File: config.mk
export PLATFORM = sky130hd
export DESIGN_NAME = alu_op_sequencer
export DESIGN_NICKNAME = d
export VERILOG_FILES = /design/src/rtl/alu_op_sequencer.sv
export SDC_FILE = /design/constraint.sdc
export NUM_CORES = 1
export LEC_CHECK = 0
export BUFFER_PORTS_ARGS = -buffer_cell sky130_fd_sc_hd__buf_4
export CAP_MARGIN = 40
export CORE_MARGIN = 8
export CORE_UTILIZATION = 45
export CTS_CLUSTER_DIAMETER = 200
export DETAILED_ROUTE_END_ITERATION = 8
export REMOVE_ABC_BUFFERS = 1
export SYNTH_ARGS = -nofsm -noshare
export SYNTH_HDL_FRONTEND = slang
export SYNTH_SLANG_ARGS = --single-unit
File: constraint.sdc
create_clock -name clk -period 3.6 [get_ports clk]
set_input_delay 0.54 -clock clk [delete_from_list [all_inputs] [get_ports clk]]
set_output_delay 0.54 -clock clk [all_outputs]
set_load 0.005 [all_outputs]
File: src/rtl/alu_op_sequencer.sv
// Mini ALU sequencer: drives one 6-bit adder through single-cycle ADD/SUB and a
// 6-iteration unsigned shift-and-add multiply, with registered result and flags.

module ripple_carry_adder #(
    parameter int WIDTH = 6
) (
    input  logic [WIDTH-1:0] x,
    input  logic [WIDTH-1:0] y,
    input  logic             sel,
    output logic [WIDTH-1:0] sum,
    output logic             c_out,
    output logic             overflow
);
    logic [WIDTH-1:0] y_eff;
    logic [WIDTH:0]   total;

    // SUB is x + ~y + 1; c_out is reported as borrow, so the raw carry is inverted.
    always_comb begin
        y_eff    = y ^ {WIDTH{sel}};
        total    = {1'b0, x} + {1'b0, y_eff} + {{WIDTH{1'b0}}, sel};
        sum      = total[WIDTH-1:0];
        c_out    = total[WIDTH] ^ sel;
        overflow = (x[WIDTH-1] == y_eff[WIDTH-1]) && (sum[WIDTH-1] != x[WIDTH-1]);
    end
endmodule

module alu_op_sequencer #(
    parameter int WIDTH = 6
) (
    input  logic               clk,
    input  logic               reset,
    input  logic               start,
    input  logic [1:0]         op,
    input  logic [WIDTH-1:0]   a,
    input  logic [WIDTH-1:0]   b,
    output logic               busy,
    output logic               done,
    output logic [2*WIDTH-1:0] result,
    output logic               carry,
    output logic               overflow,
    output logic               err
);
    localparam logic [1:0] IDLE   = 2'd0;
    localparam logic [1:0] ADDSUB = 2'd1;
    localparam logic [1:0] MUL    = 2'd2;

    localparam logic [1:0] OP_SUB = 2'b01;
    localparam logic [1:0] OP_MUL = 2'b10;
    localparam logic [1:0] OP_ILL = 2'b11;

    localparam logic [2:0] LAST_ITER = 3'(WIDTH - 1);

    logic [1:0]         state;
    logic [1:0]         op_q;
    logic [WIDTH-1:0]   a_q;
    logic [WIDTH-1:0]   b_q;
    logic [WIDTH-1:0]   hi;
    logic [WIDTH-1:0]   lo;
    logic [2:0]         cnt;

    logic [WIDTH-1:0]   add_x;
    logic [WIDTH-1:0]   add_y;
    logic               add_sel;
    logic [WIDTH-1:0]   add_sum;
    logic               add_cout;
    logic               add_ovf;
    logic [2*WIDTH-1:0] mul_next;

    always_comb begin
        add_x   = (state == MUL) ? hi  : a_q;
        add_y   = (state == MUL) ? a_q : b_q;
        add_sel = (state == ADDSUB) && (op_q == OP_SUB);
    end

    ripple_carry_adder #(.WIDTH(WIDTH)) u_adder (
        .x        (add_x),
        .y        (add_y),
        .sel      (add_sel),
        .sum      (add_sum),
        .c_out    (add_cout),
        .overflow (add_ovf)
    );

    // One shift-and-add step: conditionally add the multiplicand into hi, then shift right.
    always_comb begin
        if (lo[0]) begin
            mul_next = {add_cout, add_sum, lo[WIDTH-1:1]};
        end else begin
            mul_next = {1'b0, hi, lo[WIDTH-1:1]};
        end
    end

    assign busy = (state != IDLE);

    always_ff @(posedge clk or posedge reset) begin
        if (reset) begin
            state    <= IDLE;
            op_q     <= '0;
            a_q      <= '0;
            b_q      <= '0;
            hi       <= '0;
            lo       <= '0;
            cnt      <= '0;
            done     <= 1'b0;
            result   <= '0;
            carry    <= 1'b0;
            overflow <= 1'b0;
            err      <= 1'b0;
        end else begin
            done <= 1'b0;
            case (state)
                IDLE: begin
                    if (start) begin
                        a_q  <= a;
                        b_q  <= b;
                        op_q <= op;
                        if (op == OP_MUL) begin
                            hi    <= '0;
                            lo    <= b;
                            cnt   <= '0;
                            state <= MUL;
                        end else begin
                            state <= ADDSUB;
                        end
                    end
                end
                ADDSUB: begin
                    done  <= 1'b1;
                    state <= IDLE;
                    if (op_q == OP_ILL) begin
                        result   <= '0;
                        carry    <= 1'b0;
                        overflow <= 1'b0;
                        err      <= 1'b1;
                    end else begin
                        result   <= {{WIDTH{1'b0}}, add_sum};
                        carry    <= add_cout;
                        overflow <= add_ovf;
                        err      <= 1'b0;
                    end
                end
                MUL: begin
                    {hi, lo} <= mul_next;
                    cnt      <= cnt + 3'd1;
                    if (cnt == LAST_ITER) begin
                        result   <= mul_next;
                        done     <= 1'b1;
                        carry    <= 1'b0;
                        overflow <= 1'b0;
                        err      <= 1'b0;
                        state    <= IDLE;
                    end
                end
                default: state <= IDLE;
            endcase
        end
    end
endmodule

==> impl_metrics.csv <==
group,metric,value,unit
critical_path,path_max_fanout,17,
timing,hold_viol,0,
clock_network,clk_pin_slew,0.09,ns
global_route,overflow,0,
critical_path,critPathCaptureType,"flip-flop",
yosys,synth.area.mux_share,11.3,%
cells_and_area,fin_cells,381,
outcome,outcome,"completed",
yosys,synth_fa_ha_area_share,5.45,%
floorplanning,die_area,8640,um^2
critical_path,cp.required,3.84,ns
yosys,synth.area.top_cells,"dfrtp_1 44%, mux2_2 7.2%, nand2_1 5.1%, ha_1 4.7%, mux2i_1 4.1%",
timing,rsz0062_at_grt,"false",
timing,max_freq,0.318,GHz
critical_path,worst-setup-path-type,"reg -> reg",
critical_path,path_buf_inv,2,
global_route,grt_max_degree,30,
floorplanning,die_width,93.0,um
clock_network,cts_setup_buffers,0,
timing,setup_viol,0,
timing,fin_tns_setup,0,ns
critical_path,cpMostUsedCell,"ha_1",
route,drc,0,
yosys,synth_top_family_by_area,"simple AND/OR/NAND/NOR gates",
yosys,ys.flop_type,"dfrtp_1",
timing,tightest_slew,0.697,ns
critical_path,path_cells,"inv_1 > ha_1 > buf_4 > mux2i_1 > xnor2_1 > ha_1 > o21a_1 > o31a_1 > or4_1 > nand3_1 > a32o_1",
yosys,syn_inst,268,
yosys,yosysMostFrequentCell,"dfrtp_1",
clock_network,clkLatencyLatePin,0.31,ns
yosys,synth_edf_count,0,
critical_path,start_kind,"flip-flop",
yosys,ys_types,50,
route,vias,2118,
cells_and_area,area_delta_synth_final,17.7,%
timing,relSlewSlack,53.5,%
critical_path,path_depth,11,
clock_network,clockRootBuffer,"clkbuf_8",
timing,post-route-min-period,3.15,ns
timing,whs,0.225,ns
global_route,grt_pass1_wl,11.1,mm
global_route,grt_pass1_vias,2163,
yosys,synthSimpleGateAreaFrac,16.6,%
place,gp_congestion,0.856,
cells_and_area,multi_input_comb_area,1390,um^2
place,dp_hpwl,4.98,mm
place,dp_cells,373,
yosys,ys_seq_area_share,44.1,%
route,drtIter0Drc,61,
clock_network,cts_buffer_depth,2,
cells_and_area,nFillCells,557,
floorplanning,floorplan.initialDensity,45.8,%
pwr,cellPowerDensity,1000,nW/um^2
clock_network,tritoncts,"built",
place,io_buffers,33,
run,maxCapViolCount,0,
critical_path,r2r_cells,11,
place,place_ws,0.496,ns
route,firstDrtPassIters,4,
floorplanning,design.core.area,5820,um^2
timing,skew,0.0111,ns
cells_and_area,antenna_cells,0,
worst_hold_path,hold_path.class,"in -> async",
critical_path,cp_top_family,"adder cells",
timing,fin_ws,0.451,ns
critical_path,critPathSlowestCell,"ha_1",
yosys,async_reset_ff_share,100,%
clock_network,htree_num_levels,2,
clock_network,cts_inserted_buffers,5,
yosys,synthXorXnorAreaFrac,2.96,%
cells_and_area,nets,333,
route,post_drt_wl_per_cell,17.2,um
global_route,antenna_found_initial,0,
critical_path,max_stage_delay,0.60,ns
route,via_per_inst,5.56,
cells_and_area,seq_area,1180,um^2
timing,drv_slew,0,
yosys,synth-seq-cells,47,
yosys,synth.top_cell.area_share,44.1,%
floorplanning,die_h,93.0,um
clock_network,cts_hold_buffers,0,
yosys,synth_compound_area_share,15.9,%
yosys,yosys.area.top_type,"dfrtp_1",
global_route,grt.total_usage,16.1,%
clock_network,cts_sinks,47,
pwr,ir_drop,0.466,mV
route,final_antenna_net_count,0,
route,wl,6.57,mm
yosys,postSynthAreaPerCell,9.94,um^2
floorplanning,num_io_pins,34,
critical_path,arrival,3.39,ns
yosys,yosysWarnings,0,
yosys,ys_top_cells_by_count,"47 x dfrtp_1, 36 x nand2_1, 29 x nor2_1",
cells_and_area,drive_above_1_share,25.2,%
pwr,power.leakage,0.00144,uW
clock_network,ctsResizeCount,0,
timing,period_share,87.5,%
floorplanning,fp-row-count,28,
yosys,syn_area,2670,um^2
## final timing paths
kind	start	to	slack (ns)
setup / recovery	state[0]	hi[5]	0.45
hold / removal	reset	a_q[2]	0.22
setup reg to reg	state[0]	hi[5]	0.45
hold reg to reg	result[7]	result[7]	0.50
max in group asynchronous	reset	result[11]	2.87
min in group clk	a[3]	a_q[3]	0.46
## cell families after synthesis
group                      count (synthesis)
AOI/OAI and AO/OA                         58
xor gates and xnor gates                   9
adders and majority gates                 11
buffers and inverters                     21
DFF                                       47
muxes                                     28
and+or+nand+nor                           94
## metrics by stage
stage               area, um^2  utilization [%]  total power [uW]
finish                    3140             53.9              3150
detailed placement        3020             51.9              2730
CTS                       3140             53.9              3160
global route              3140             53.9              3400
floorplan                 2610                -              2190
global placement          3000             51.5              2700
## worst reg2reg max path, delay by kind of cell (launching register included)
kind                     cells  cell delay, ns
adder cells (fa/ha/maj)      2            0.98
AND/OR/NAND/NOR              2            0.55
AO/OA/AOI/OAI                3            0.44
flip-flops                   1            0.41
buffers and inverters        2            0.36
multiplexers                 1            0.25
XOR/XNOR                     1            0.10
## registers in the layout (all words and copies together) (netlist names)
| signal | flops |
|---|---|
| lo | 6 |
| result | 12 |
| carry | 1 |
| overflow | 1 |
| err | 1 |
| op_q | 2 |
| a_q | 6 |
| state | 2 |
| done | 1 |
| hi | 6 |
| b_q | 6 |
| cnt | 3 |
## placed cells by master, fill, tap and decap left out, types with 3 or more instances in the layout
master / count
a32o_1: 4
nand3_1: 4
buf_4: 39
a21oi_1: 8
and3_1: 4
dfrtp_1: 47
clkbuf_8: 6
ha_1: 10
nor3_1: 4
xnor2_1: 7
o211ai_1: 3
mux2i_1: 11
o21ai_0: 12
a221oi_1: 4
nand2_1: 36
nor2_1: 29
mux2_2: 17
o22ai_1: 8
inv_1: 10
## metal layers
| metal | vias to the layer above | part of all wire, % | global-route usage [%] |
|---|---|---|---|
| met3 | 7 | 3.8 | 3.64 |
| li1 | 1038 | - | - |
| met4 | 0 | 0.96 | 4.16 |
| met2 | 36 | 46 | 25.0 |
| met1 | 1037 | 49 | 22.0 |
| met5 | - | 0 | 0 |
## final cells by class
class                      instances  share of cell area, %
clock buffer                       6                   2.63
clock inverter                     2                   1.24
inverter                          11                   1.32
multi-input combinational        200                   44.4
sequential                        47                   37.5
tap                               75                   2.99
timing repair buffer              40                   9.97
## report_power, final
group          internal [uW]  switching, uW
Clock                    229            187
Combinational            827            972
Sequential               742            187
Total                   1800           1350
(Power assumes the default switching activity.)
